$ cat src/rtl/backbone_seq_ctrl.sv
// Backbone row sequencer: starts the index generator once per backbone row,
// pops the backbone FIFO between rows after a fixed idle gap, tracks beats
// still in flight through the divider, and reports when a frame has drained.
module backbone_seq_ctrl #(
  parameter  int J       = 14,
  parameter  int GAP     = 4,
  parameter  int OWIDTH  = 8,
  localparam int J_WIDTH = $clog2(J) + 1
) (
  input  logic               clk,
  input  logic               rst_n,
  input  logic               first_backbone,
  input  logic               fifo_empty,
  input  logic               gen_tvalid,
  input  logic               gen_tlast,
  input  logic               gen_idle,
  input  logic               vinput_tvalid,
  input  logic               abort,
  output logic               start_gen,
  output logic               fifo_request,
  output logic [J_WIDTH-1:0] ind_j,
  output logic               busy,
  output logic               frame_done,
  output logic               err
);

  localparam int GW = $clog2(GAP) + 1;

  typedef enum logic [2:0] {
    S_IDLE,
    S_GEN,
    S_WAIT,
    S_GAPC,
    S_FETCH,
    S_DRAIN
  } state_t;

  state_t              state_q, state_d;
  logic [J_WIDTH-1:0]  ind_j_q, ind_j_d;
  logic [GW-1:0]       gap_q, gap_d;
  logic [OWIDTH-1:0]   out_q, out_d;
  logic                start_gen_q, start_gen_d;
  logic                fifo_request_q, fifo_request_d;
  logic                busy_q, busy_d;
  logic                frame_done_q, frame_done_d;
  logic                err_q, err_d;
  logic                inc, dec;

  // Net change of the in-flight count: a simultaneous issue and retire cancel.
  assign inc = gen_tvalid && !vinput_tvalid;
  assign dec = vinput_tvalid && !gen_tvalid;

  // Next-state, counters and registered-output values.
  always_comb begin
    state_d        = state_q;
    ind_j_d        = ind_j_q;
    gap_d          = gap_q;
    out_d          = out_q;
    err_d          = err_q;
    start_gen_d    = 1'b0;
    fifo_request_d = 1'b0;
    frame_done_d   = 1'b0;

    // In-flight beats are tracked in every state; over/underflow saturates.
    if (inc) begin
      if (out_q == '1) err_d = 1'b1;
      else             out_d = out_q + OWIDTH'(1);
    end else if (dec) begin
      if (out_q == '0) err_d = 1'b1;
      else             out_d = out_q - OWIDTH'(1);
    end

    // Protocol violations are flagged and otherwise have no effect.
    if (first_backbone && state_q != S_IDLE) err_d = 1'b1;
    if (gen_tlast && state_q != S_GEN)       err_d = 1'b1;

    case (state_q)
      S_IDLE: begin
        if (first_backbone) begin
          state_d     = S_GEN;
          ind_j_d     = '0;
          start_gen_d = 1'b1;
        end
      end
      S_GEN: begin
        // A tlast only ends the row once the generator has really gone idle.
        if (gen_tlast && gen_idle) begin
          if (ind_j_q == J_WIDTH'(J - 1)) begin
            state_d = S_DRAIN;
          end else if (!fifo_empty) begin
            state_d = S_GAPC;
            gap_d   = GW'(GAP - 1);
          end else begin
            state_d = S_WAIT;
          end
        end
      end
      S_WAIT: begin
        if (!fifo_empty) begin
          state_d = S_GAPC;
          gap_d   = GW'(GAP - 1);
        end
      end
      S_GAPC: begin
        if (gap_q == '0) begin
          state_d        = S_FETCH;
          fifo_request_d = 1'b1;
        end else begin
          gap_d = gap_q - GW'(1);
        end
      end
      S_FETCH: begin
        // Only reachable below the last row, so ind_j cannot pass J-1.
        state_d     = S_GEN;
        ind_j_d     = ind_j_q + J_WIDTH'(1);
        start_gen_d = 1'b1;
      end
      S_DRAIN: begin
        // Look at this cycle's updated count so the pulse follows the
        // final retire by exactly one cycle.
        if (out_d == '0) begin
          state_d      = S_IDLE;
          frame_done_d = 1'b1;
        end
      end
      default: state_d = S_IDLE;
    endcase

    // Soft clear outranks everything, including a same-cycle frame start.
    if (abort) begin
      state_d        = S_IDLE;
      ind_j_d        = '0;
      gap_d          = '0;
      out_d          = '0;
      err_d          = 1'b0;
      start_gen_d    = 1'b0;
      fifo_request_d = 1'b0;
      frame_done_d   = 1'b0;
    end

    busy_d = (state_d != S_IDLE);
  end

  // State and output registers, cleared asynchronously.
  always_ff @(posedge clk or negedge rst_n) begin
    if (!rst_n) begin
      state_q        <= S_IDLE;
      ind_j_q        <= '0;
      gap_q          <= '0;
      out_q          <= '0;
      start_gen_q    <= 1'b0;
      fifo_request_q <= 1'b0;
      busy_q         <= 1'b0;
      frame_done_q   <= 1'b0;
      err_q          <= 1'b0;
    end else begin
      state_q        <= state_d;
      ind_j_q        <= ind_j_d;
      gap_q          <= gap_d;
      out_q          <= out_d;
      start_gen_q    <= start_gen_d;
      fifo_request_q <= fifo_request_d;
      busy_q         <= busy_d;
      frame_done_q   <= frame_done_d;
      err_q          <= err_d;
    end
  end

  assign start_gen    = start_gen_q;
  assign fifo_request = fifo_request_q;
  assign ind_j        = ind_j_q;
  assign busy         = busy_q;
  assign frame_done   = frame_done_q;
  assign err          = err_q;

endmodule

$ cat config.mk
export PLATFORM = sky130hd
export DESIGN_NAME = backbone_seq_ctrl
export DESIGN_NICKNAME = d
export VERILOG_FILES = /design/src/rtl/backbone_seq_ctrl.sv
export SDC_FILE = /design/constraint.sdc
export NUM_CORES = 1
export LEC_CHECK = 0
export ABC_AREA = 1
export CAP_MARGIN = 0
export CORE_ASPECT_RATIO = 0.7
export CORE_MARGIN = 2
export CORE_UTILIZATION = 42
export CTS_BUF_LIST = sky130_fd_sc_hd__clkbuf_8
export DETAILED_ROUTE_END_ITERATION = 7
export PLACE_DENSITY = 0.75
export SLEW_MARGIN = 20
export SYNTH_ARGS = -nofsm -noshare
export SYNTH_HDL_FRONTEND = slang
export SYNTH_SLANG_ARGS = --single-unit
$ cat constraint.sdc
create_clock -name clk -period 1.7 [get_ports clk]
set_input_delay 0.425 -clock clk [delete_from_list [all_inputs] [get_ports clk]]
set_output_delay 0.425 -clock clk [all_outputs]
set_load 0.01 [all_outputs]
==> results.sh, run 1 <==
export IMPL_required_ns=1.87
export IMPL_die_area_um2=4591
export IMPL_synth_flop_cell="dfrtp_1"
export IMPL_setup_viol=4
export IMPL_r2r_end="busy$_DFF_PN0_"
export IMPL_hold_class="input pin to async pin"
export IMPL_reg2reg_depth=15
export IMPL_violations="setup timing"
export IMPL_endpoint_kind="flop"
export IMPL_num_rows=19
export IMPL_async_flop_share_pct=100.0
export IMPL_regToRegStartpoint="out_q[0]$_DFF_PN0_"
export IMPL_crit_type="flop to flop"
export IMPL_avgRoutedWirePerCell_um=12.95
export IMPL_seqCellArea_um2=605.6
export IMPL_clock_sinks=24
export IMPL_vdd_drop_max_mv=0.6300
export IMPL_finalHoldViolCount=0
export IMPL_final_net_count=332
export IMPL_drv_cap=0
export IMPL_vias_per_cell=5.005
export IMPL_ys_types=30
export IMPL_synth_seq_cells=24
export IMPL_mappedNetlistNets=268
export IMPL_portBuffers=18
export IMPL_syn_to_final_growth_pct=45.30
export IMPL_critPathMaxFanout=3
export IMPL_syn_area_um2=1704
export IMPL_drive_above_1_share_pct=33.86
export IMPL_yosys_area_top_type="dfrtp_1"
export IMPL_powerDensity_nw_per_um2=708.5
export IMPL_ios=19
export IMPL_multi_input_area_um2=1071
export IMPL_diodes=0
export IMPL_ctsHtreeMaxLevel=1
export IMPL_rsz0062_at_grt="yes"
export IMPL_synthTopCellsByArea="dfrtp_1, nand2_1, nor2_1"
export IMPL_synthCells=253
export IMPL_floorplan_core_area_um2=3899
export IMPL_total_power_uw=1754
export IMPL_setup_slack_ns=-0.2479
export IMPL_slew_headroom_pct=79.75
export IMPL_die_h_um=57.30
export IMPL_drc=0
export IMPL_initial_core_util_pct=43.71
export IMPL_detail_route_antenna_nets=0
export IMPL_dpl_hpwl_um=3378
export IMPL_synth_seq_area_share_pct=35.24
export IMPL_synth_top_area_share_pct=35.24
export IMPL_status="finished, violations left"
export IMPL_r2r_setup_slack_ns=-0.25
export IMPL_tightest_slew_ns=0.3014
export IMPL_worst_clock_skew_ns=0.002973
export IMPL_p_leak_uw=0.001240
export IMPL_gp_congestion=0.9412
export IMPL_drt_first_iter_violations=163
export IMPL_fin_crit_sh_pct=114.6
export IMPL_die_w_um=80.14
export IMPL_grt_total_usage_pct=21.02
export IMPL_fin_crit_ns=1.948
export IMPL_slew_viol_final=0
export IMPL_clk_path_buf_depth=2
export IMPL_layout_common_cells="nand2_1, buf_4, nor2_1"
export IMPL_grt_pass1_vias=1618
export IMPL_grt_ovfl_total=0
export IMPL_synth_edf_count=0
export IMPL_insertion_delay_ns=0.27
export IMPL_clk_pin_slew_worst_paths_ns=0.09
export IMPL_critPathCapture="busy$_DFF_PN0_"
export IMPL_grt_start_max_net_pins=25
export IMPL_cts_tree="done"
export IMPL_hold_slack_ns=0.4923
export IMPL_drt_wl_total_um=4764
export IMPL_instances_no_fill=368
export IMPL_vias=1842
export IMPL_grt_pass1_wl_um=7548
export IMPL_post_place_cells=355
export IMPL_critPathArrivalTime_ns=2.11
export IMPL_numCtsBuffers=3
export IMPL_yosys_warnings=0
export IMPL_cts_root_buf="clkbuf_8"
export IMPL_syn_area_per_cell_um2=6.736
export IMPL_fillCellCount=317
export IMPL_max_freq_mhz=513.4
export IMPL_drtPass1Iterations=4
export IMPL_startpoint_type="flop"
export IMPL_critical_path_startpoint="out_q[0]$_DFF_PN0_"
export IMPL_final_common_cell="nand2_1"
export IMPL_setup_tns_ns=-0.7532
export IMPL_antenna_found_initial=0
export IMPL_hold_buffers=0
[metrics by stage]
step	worst slack (ns)	util (%)	area (um2)
after floorplan	0.006291	-	1738
after global placement	-0.5329	56.93	2220
after detailed placement	-0.5610	56.93	2220
after CTS	-0.1649	61.94	2415
after global routing	-0.4174	63.51	2476
final	-0.2479	63.51	2476
[synthesized netlist by cell type, types with 2 or more instances]
| library cell | n |
|---|---|
| dfrtp_1 | 24 |
| nand2_1 | 64 |
| nor3_1 | 5 |
| a31oi_1 | 3 |
| nand3_1 | 21 |
| buf_6 | 3 |
| o21ai_0 | 7 |
| a21oi_1 | 7 |
| nor2_4 | 3 |
| nand2_2 | 6 |
| nand4_1 | 2 |
| clkbuf_1 | 2 |
| nor2_2 | 6 |
| ha_1 | 6 |
| xor2_1 | 2 |
| nor2_1 | 45 |
| inv_2 | 5 |
| o22ai_1 | 2 |
| inv_1 | 29 |
[worst max-delay path: stages, from the launching register on]
cell     delay, ns
dfrtp_1       0.41
inv_2         0.07
ha_4          0.19
nand3_4       0.09
nor2_4        0.04
buf_6         0.11
nor2_1        0.21
o21ai_2       0.09
nand2_2       0.10
nand2_1       0.06
nor2_1        0.08
nand2_1       0.07
nand2_1       0.08
nand2_1       0.06
nand2_1       0.10
nand3_1       0.08
[per-layer routing]
| layer | GRT usage (%) | routed length, um | vias up |
|---|---|---|---|
| li1 | - | - | 924 |
| met1 | 34.64 | 2307 | 860 |
| met2 | 29.76 | 2137 | 55 |
| met3 | 3.797 | 309 | 3 |
| met4 | 1.453 | 10 | 0 |
| met5 | 0 | 0 | - |
[cell type report]
| type | count | area share [%] |
|---|---|---|
| sequential | 24 | 24.46 |
| clock buffer | 4 | 2.223 |
| tap | 52 | 2.628 |
| inverter | 35 | 5.609 |
| timing repair buffer | 65 | 21.83 |
| multi-input combinational | 188 | 43.25 |
[flip-flops by register name, indices dropped and copies added (netlist names)]
name          count
err               1
frame_done        1
state_q           3
ind_j             5
out_q             8
gap_q             3
start_gen         1
busy              1
fifo_request      1
[how the worst min path moves through the flow]
stage / to / slack (ns) / cells past startpoint
finish: gap_q[0]$_DFFE_PN0P_ / 0.49 / 2
global route: gap_q[0]$_DFFE_PN0P_ / 0.52 / 2
CTS: gap_q[0]$_DFFE_PN0P_ / 0.51 / 2
detailed placement: gap_q[2]$_DFFE_PN0P_ / 0.52 / 2
global placement: gap_q[2]$_DFFE_PN0P_ / 0.50 / 2
floorplan: busy$_DFF_PN0_ / 0.13 / 0
[cells by family after synthesis]
| kind of cell | share of synthesized area, % |
|---|---|
| DFF | 35.24 |
| xor gates and xnor gates | 1.028 |
| and+or+nand+nor | 40.16 |
| buffers and inverters | 10.57 |
| AOI/OAI and AO/OA | 8.590 |
| adders and majority gates | 4.405 |
[power by group]
part | total [uW] | leakage, uW | switching (uW) | internal (uW)
Combinational | 700 | 0.000892 | 371 | 328
Clock | 405 | 0.0000288 | 197 | 207
Sequential | 650 | 0.000319 | 40.6 | 609
Total | 1750 | 0.00124 | 609 | 1150
[timing repair]
item	CTS	global route
endpoints found under the setup margin	7	10
hold endpoints to repair	0	0
resized for setup	26	21
buffers inserted	9	2
pin swaps	13	7
No activity file was read; power rests on OpenSTA's default activity.
==> run 2: changes to the inputs <==
- CORE_UTILIZATION: 42 -> 59
- DONT_BUFFER_PORTS: not set -> 1
- PLACE_DENSITY: 0.75 -> 0.88
==> results.sh, run 2 (same netlist as run 1, synthesis figures left out) <==
export IMPL_status="finished, violations left"
export IMPL_violations="setup timing"
export IMPL_num_rows=16
export IMPL_diodes=0
export IMPL_clock_sinks=24
export IMPL_detail_route_antenna_nets=0
export IMPL_numCtsBuffers=3
export IMPL_critPathArrivalTime_ns=2.22
export IMPL_total_power_uw=1788
export IMPL_grt_use_met3_pct=6.697
export IMPL_antenna_found_initial=0
export IMPL_floorplan_core_area_um2=2763
export IMPL_p_sw_uw=599.4
export IMPL_die_area_um2=3341
export IMPL_portBuffers=0
export IMPL_powerDensity_nw_per_um2=810.5
export IMPL_reg2reg_depth=15
export IMPL_drc=0
export IMPL_p_seq_share_pct=37.0
export IMPL_endpoint_kind="flop"
export IMPL_ios=19
export IMPL_required_ns=1.85
export IMPL_clk_pin_slew_worst_paths_ns=0.08
export IMPL_vias=1919
export IMPL_avgRoutedWirePerCell_um=15.93
export IMPL_slew_headroom_pct=65.09
export IMPL_crit_chain="ha_4 -> nand2_4 -> nor2_4 -> nand2_4 -> buf_4 -> nand2_1 -> o211ai_1 -> nand2_1 -> nand2_1 -> nor2_1 -> nand2_1 -> nand2_1 -> nand2_1 -> nand2_2 -> nand3_1"
export IMPL_critPathMaxFanout=6
export IMPL_max_freq_mhz=484.0
export IMPL_slowest_stage="dfrtp_1"
export IMPL_fin_crit_ns=2.066
export IMPL_finalHoldViolCount=0
export IMPL_tightest_slew_ns=0.5236
export IMPL_gp_congestion=0.9876
export IMPL_use_met1_pct=43.39
export IMPL_cts_tree="done"
export IMPL_final_net_count=306
export IMPL_vias_per_cell=5.887
export IMPL_grt_pass1_wl_um=7824
export IMPL_initial_core_util_pct=61.68
export IMPL_grt_use_met2_pct=50.16
export IMPL_layout_common_cells="nand2_1, buf_4, nor2_1"
export IMPL_instances_no_fill=326
export IMPL_drt_first_iter_violations=276
export IMPL_drv_cap=0
export IMPL_drive_above_1_share_pct=31.72
export IMPL_pwr_share_comb_pct=35.2
export IMPL_rsz0062_at_grt="yes"
export IMPL_grt_pass1_vias=1755
export IMPL_startpoint_type="flop"
export IMPL_ctsHtreeMaxLevel=1
export IMPL_slew_viol_final=0
export IMPL_insertion_delay_ns=0.27
export IMPL_post_place_cells=316
export IMPL_clk_path_buf_depth=2
export IMPL_grt_total_usage_pct=31.36
export IMPL_vdd_drop_max_mv=0.5567
export IMPL_p_leak_uw=0.001114
export IMPL_final_common_cell="nand2_1"
export IMPL_drtPass1Iterations=5
export IMPL_worst_clock_skew_ns=0.006668
export IMPL_die_w_um=68.24
export IMPL_fin_crit_sh_pct=121.5
export IMPL_p_sw_share_pct=33.53
export IMPL_grt_ovfl_total=0
export IMPL_max_stage_delay_ns=0.42
export IMPL_busiest_layer="met2"
export IMPL_hold_class="input pin to async pin"
export IMPL_internal_power_uw=1188
export IMPL_r2r_setup_slack_ns=-0.37
export IMPL_regMostFlops="out_q"
export IMPL_die_h_um=48.97
export IMPL_drt_wl_total_um=5194
export IMPL_regToRegStartpoint="out_q[0]$_DFF_PN0_"
export IMPL_largest_reg_flops=8
export IMPL_cts_root_buf="clkbuf_8"
export IMPL_p_clk_share_pct=27.8
export IMPL_dpl_hpwl_um=3269
export IMPL_r2r_end="busy$_DFF_PN0_"
export IMPL_path_buf_inv=1
export IMPL_setup_viol=5
export IMPL_grt_start_max_net_pins=25
export IMPL_cp_top_family="simple AND/OR/NAND/NOR gates"
export IMPL_crit_type="flop to flop"
export IMPL_syn_to_final_growth_pct=29.44
export IMPL_setup_slack_ns=-0.3662
export IMPL_crit_top_cell="nand2_1"
run 2: cell types whose count changed in the layout (fill, tap and decap cells not counted), sizes merged:
cell / before / now
buf: 47 / 39
bufinv: 0 / 1
clkbuf: 4 / 3
clkdlybuf4s50: 15 / 0
dlygate4sd2: 3 / 0
run 2: layout make-up:
class	count	area (um2)
timing repair buffer	39	290.3
tap	36	45.04
clock buffer	3	41.29
sequential	24	605.6
multi-input combinational	188	1061
fill	162	556.8
clock inverter	1	30.03
inverter	35	132.6
run 2: timing repair:
| action | in CTS | in global routing |
|---|---|---|
| resized for setup | 14 | 15 |
| endpoints found under the setup margin | 4 | 6 |
| pin swaps | 4 | 11 |
| cloned | 0 | 0 |
| hold buffers | 1 | 0 |
| endpoints found under the hold margin | 24 | 0 |
| buffers inserted | 3 | 3 |
run 2: worst max-delay path by stage:
stage,startpoint,endpoint,slack [ns],depth (start not counted)
floorplan,out_q[1]$_DFF_PN0_,busy$_DFF_PN0_,0.006,15
global placement,out_q[0]$_DFF_PN0_,busy$_DFF_PN0_,-0.11,14
detailed placement,out_q[0]$_DFF_PN0_,busy$_DFF_PN0_,-0.22,14
CTS,out_q[0]$_DFF_PN0_,busy$_DFF_PN0_,-0.21,14
global route,out_q[1]$_DFF_PN0_,busy$_DFF_PN0_,-0.44,15
finish,out_q[0]$_DFF_PN0_,busy$_DFF_PN0_,-0.37,15
run 2: per-layer routing:
layer  vias up  routed length (um)
met5         -                   0
li1        875                   -
met1       876                2023
met3        27                 580
met4         0                 177
met2       141                2414
run 2: stage by stage:
step	setup TNS, ns	setup slack, ns	hold WS (ns)	utilization, %	cell area [um2]
floorplan	0	0.006291	0.1294	-	1738
global placement	-0.2889	-0.1088	0.1298	71.74	1982
detailed placement	-0.6946	-0.2221	0.1297	71.74	1982
CTS	-0.6038	-0.2050	0.2025	77.13	2131
global route	-1.816	-0.4439	0.1630	79.85	2206
finish	-1.303	-0.3662	0.1186	79.85	2206
run 2: power groups by stage:
stage	clock [uW]	sequential [uW]	combinational, uW
floorplan	0	648	342
global placement	0	664	476
detailed placement	0	665	491
CTS	505	658	538
global route	531	665	685
finish	496	662	630
==> run 3: changes to the inputs <==
- CELL_PAD_IN_SITES_DETAIL_PLACEMENT: not set -> 1
- CELL_PAD_IN_SITES_GLOBAL_PLACEMENT: not set -> 1
- CORE_UTILIZATION: 59 -> 30
- PLACE_DENSITY: 0.88 -> 0.69
==> results.sh, run 3 (same netlist as run 1, synthesis figures left out) <==
export IMPL_vias=1754
export IMPL_status="finished, violations left"
export IMPL_fin_crit_sh_pct=112.3
export IMPL_busiest_layer="met2"
export IMPL_syn_to_final_growth_pct=36.20
export IMPL_floorplan_core_area_um2=5368
export IMPL_grt_start_max_net_pins=25
export IMPL_vdd_drop_max_mv=0.3246
export IMPL_endpoint_kind="flop"
export IMPL_vias_per_cell=4.753
export IMPL_grt_use_met3_pct=3.507
export IMPL_use_met1_pct=26.09
export IMPL_grt_pass1_wl_um=8507
export IMPL_clk_pin_slew_worst_paths_ns=0.09
export IMPL_setup_slack_ns=-0.2092
export IMPL_critical_path_startpoint="out_q[1]$_DFF_PN0_"
export IMPL_grt_ovfl_total=0
export IMPL_drv_cap=0
export IMPL_finalHoldViolCount=0
export IMPL_slew_headroom_pct=65.13
export IMPL_drt_first_iter_violations=36
export IMPL_dp_slack_ns=-0.2814
export IMPL_max_stage_delay_ns=0.44
export IMPL_ios=19
export IMPL_initial_core_util_pct=31.75
export IMPL_path_buf_inv=1
export IMPL_drc=0
export IMPL_numCtsBuffers=3
export IMPL_rsz0062_at_grt="yes"
export IMPL_required_ns=1.86
export IMPL_worst_clock_skew_ns=0.009305
export IMPL_detail_route_antenna_nets=0
export IMPL_crit_chain="inv_2 -> ha_4 -> nand3_2 -> nor2_4 -> nand2_2 -> nand2_4 -> nor2_1 -> nor2_2 -> nand2_1 -> nor2_1 -> nand2_1 -> nand2_1 -> nand2_1 -> nand2_2 -> nand3_1"
export IMPL_drive_above_1_share_pct=35.35
export IMPL_dpl_hpwl_um=4097
export IMPL_final_core_util_pct=43.24
export IMPL_portBuffers=0
export IMPL_ctsHtreeMaxLevel=1
export IMPL_num_rows=22
export IMPL_place_area_um2=2100
export IMPL_startpoint_type="flop"
export IMPL_regToRegStartpoint="out_q[1]$_DFF_PN0_"
export IMPL_setup_tns_ns=-0.6592
export IMPL_drt_wl_total_um=5247
export IMPL_avgRoutedWirePerCell_um=14.22
export IMPL_crit_top_cell="nand2_1"
export IMPL_antenna_found_initial=0
export IMPL_clock_sinks=24
export IMPL_grt_pass1_vias=1765
export IMPL_layout_common_cells="nand2_1, buf_4, nor2_1"
export IMPL_max_freq_mhz=523.8
export IMPL_slowest_stage="dfrtp_2"
export IMPL_gp_congestion=0.8240
export IMPL_die_h_um=67.06
export IMPL_cts_tree="done"
export IMPL_die_w_um=94.08
export IMPL_hold_slack_ns=0.1250
export IMPL_diodes=0
export IMPL_final_common_cell="nand2_1"
export IMPL_drtPass1Iterations=4
export IMPL_tightest_slew_ns=0.5231
export IMPL_p_leak_uw=0.001142
export IMPL_cp_top_family="simple AND/OR/NAND/NOR gates"
export IMPL_insertion_delay_ns=0.27
export IMPL_critPathArrivalTime_ns=2.07
export IMPL_powerDensity_nw_per_um2=763.4
export IMPL_hold_class="input pin to async pin"
export IMPL_fin_crit_ns=1.909
export IMPL_critPathMaxFanout=5
export IMPL_final_cell_area_um2=2321
export IMPL_regMostFlops="out_q"
export IMPL_largest_reg_flops=8
export IMPL_slew_viol_final=0
export IMPL_violations="setup timing"
export IMPL_grt_use_met2_pct=26.70
export IMPL_setup_viol=4
export IMPL_crit_type="flop to flop"
export IMPL_clk_path_buf_depth=2
export IMPL_die_area_um2=6309
export IMPL_final_net_count=313
export IMPL_grt_total_usage_pct=17.51
export IMPL_cts_root_buf="clkbuf_8"
==> run 3: cell types whose count changed in the layout (fill, tap and decap cells not counted), moves of 2 or more <==
cell     delta
buf_4       +5
nand3_2     +4
nand2_1     -3
nand2_2     +3
nand3_1     -3
nor2_1      +2
nor2_4      -2
==> run 3: power by group <==
part           internal (uW)  total, uW  switching (uW)
clock network            315        492             177
logic                    271        620             349
registers                610        660            49.9
total                   1200       1770             576
==> run 3: stage by stage <==
step | total power [uW] | cells
CTS | 1751 | 368
global placement | 1179 | 360
floorplan | 990.3 | 253
global route | 1884 | 369
finish | 1772 | 369
detailed placement | 1192 | 360
==> run 3: final cells by class <==
type	instances	area, um2
Fill cell	700	3047
Multi-Input combinational cell	188	1057
Sequential cell	24	606.8
Timing Repair Buffer	46	359.1
Inverter	35	136.4
Tap cell	72	90.09
Clock buffer	3	41.29
Clock inverter	1	30.03
==> run 3: worst paths after layout <==
path / to / slack (ns) / depth (start not counted)
setup reg to reg: busy$_DFF_PN0_ / -0.21 / 15
min in group clk: out_q[2]$_DFF_PN0_ / 0.21 / 1
hold reg to reg: gap_q[2]$_DFFE_PN0P_ / 0.52 / 2
hold / removal: err$_DFFE_PN0P_ / 0.13 / 1
max in group asynchronous: out_q[3]$_DFF_PN0_ / 1.19 / 1
setup / recovery: busy$_DFF_PN0_ / -0.21 / 15
==> run 3: metal layers <==
layer / vias up / part of all wire [%]
met2: 19 / 44
met5: - / 0
met3: 2 / 2.6
met4: 0 / 0.36
met1: 844 / 53
li1: 889 / -
==> run 3: worst reg2reg max path: stages, from the launching register on <==
cell,delay [ns]
dfrtp_2,0.44
inv_2,0.09
ha_4,0.17
nand3_2,0.08
nor2_4,0.11
nand2_2,0.08
nand2_4,0.10
nor2_1,0.06
nor2_2,0.11
nand2_1,0.08
nor2_1,0.11
nand2_1,0.07
nand2_1,0.08
nand2_1,0.07
nand2_2,0.09
nand3_1,0.06
==> run 3: timing repair <==
action                                  in CTS  in global routing
resized for setup                           20                 13
pin swaps                                    9                  6
hold endpoints to repair                    24                  0
endpoints found under the setup margin       4                  6
hold buffers                                 1                  0
setup buffers                                3                  1
==> patch: new RTL, settings of run 1 <==
The parameter `J` goes from 14 to 28.
--- a/src/rtl/backbone_seq_ctrl.sv
+++ b/src/rtl/backbone_seq_ctrl.sv
@@ -4,3 +4,3 @@
 module backbone_seq_ctrl #(
-  parameter  int J       = 14,
+  parameter  int J       = 28,
   parameter  int GAP     = 4,
Interface: changed (resized ind_j); port bits go from 19 to 20. No check against the original RTL was run, so the function may have changed too.
==> patch against run 1 <==
- the flow still finishes with violations (setup timing)
- routed wire length increased by 3.5%
- final area is 2.3% higher
- first-iteration DRC count is 8.0% lower
- worst setup slack got worse by 0.0048 ns
- sequential cell count rose by 1
- die area rose by 1.4%
- synthesized area up 1.5%
- clock skew rose by 0.0072 ns
- critical path depth is the same
- total power is 1.4% lower
- critical endpoint unchanged
==> patch: results (changes against run 1) <==
* Vias in the first global route at 1614 (was 1618)
* Routability Congestion at 0.923 (was 0.941)
* Nets@finish at 334 (was 332)
* Synth Instances at 255 (was 253)
* Inverters at 38 (was 35)
* Pleak at 1.24 nW (about the same)
* Signal buffers share of area at 21.0% (was 21.8%)
* Failing checks: setup timing (unchanged)
* Dpl ws at -0.577 ns (was -0.561 ns)
* ClkCell Share at 1.83% (was 2.22%)
* Vias per cell at 5.12 (was 5.01)
* Worst Clk Skew at 0.0101 ns (was 0.00297 ns)
* Initial drt markers at 150 (was 163)
* Worst slew pin tran at 0.412 ns (was 0.301 ns)
* Layout cells sized above 1 at 35.4% (was 33.9%)
* Post-synthesis cell type count at 31 (was 30)
* Setup ws final at -0.253 ns (was -0.248 ns)
* Crit-path max FO at 5 (was 3)
* IO Port Bufs at 19 (was 18)
* First-pass GRT wire length at 7650 um (was 7550 um)
* Wire length per cell at 13.3 um (was 12.9 um)
* Setup violators final at 4 (unchanged)
* Synthesized flop and latch total at 25 (was 24)
* WHS at 0.497 ns (was 0.492 ns)
* Synth top area cells: dfrtp_1 (36%), nand2_1 (15%), nor2_1 (8.7%) (was dfrtp_1 (35%), nand2_1 (14%), nor2_1 (9.9%))
* Reg area at 631 um^2 (was 606 um^2)
* Syn. warnings at 0 (unchanged)
* Status: complete, but fails checks (unchanged)
* 1st-pass router iterations at 5 (was 4)
* Largest net degree at the start of global routing at 26 (was 25)
* Post-Syn Nets at 269 (was 268)
* Multi-input logic area at 1110 um^2 (was 1070 um^2)
* FFs w/ async S/R, synth at 100% (unchanged)
-- patch: changes by cell type after synthesis, moves of 2 or more --
cell / before / now
inv_1: 29 / 34
nor2_2: 6 / 10
inv_2: 5 / 3
buf_6: 3 / 1
nand3_1: 21 / 19
nand2_2: 6 / 4
nor2_1: 45 / 40
nand2_1: 64 / 67
-- patch: metrics by stage --
step | setup TNS [ns] | power [mW] | cell area, um^2 | utilization, %
3_5_place_dp | -2.95 | 1.22 | 2210 | 56.0
4_1_cts | -0.730 | 1.64 | 2370 | 60.1
6_report | -0.806 | 1.73 | 2530 | 64.2
3_3_place_gp | -2.48 | 1.21 | 2210 | 56.0
2_1_floorplan | -0.00381 | 0.980 | 1740 | -
5_1_grt | -1.47 | 1.83 | 2530 | 64.2
-- patch: cell families (layout without fill, tap and decap cells) --
family | Yosys count | count (layout) | share of synthesized area (%)
adder cells (fa/ha/maj) | 5 | 5 | 3.62
buffers and inverters | 42 | 106 | 9.98
AND/OR/NAND/NOR | 156 | 156 | 40.4
XOR/XNOR | 3 | 3 | 1.52
flip-flops | 25 | 25 | 36.2
AO/OA/AOI/OAI | 24 | 24 | 8.25
-- patch: routing by layer --
metal | track usage [%] | vias to the layer above | part of all wire (%)
met3 | 4.36 | 4 | 6.0
met4 | 3.87 | 0 | 0.59
li1 | - | 935 | -
met1 | 33.7 | 886 | 49
met5 | 0 | - | 0
met2 | 30.2 | 73 | 45
-- patch: timing repair --
item / 4_1_cts / 5_1_grt
endpoints found under the setup margin: 6 / 12
endpoints found under the hold margin: 0 / 0
resized for setup: 24 / 34
pin swaps: 25 / 17
setup buffers: 6 / 6
-- patch: where the power goes --
| part | internal (mW) | switching [mW] |
|---|---|---|
| registers | 0.632 | 0.0440 |
| clock network | 0.164 | 0.194 |
| logic | 0.322 | 0.372 |
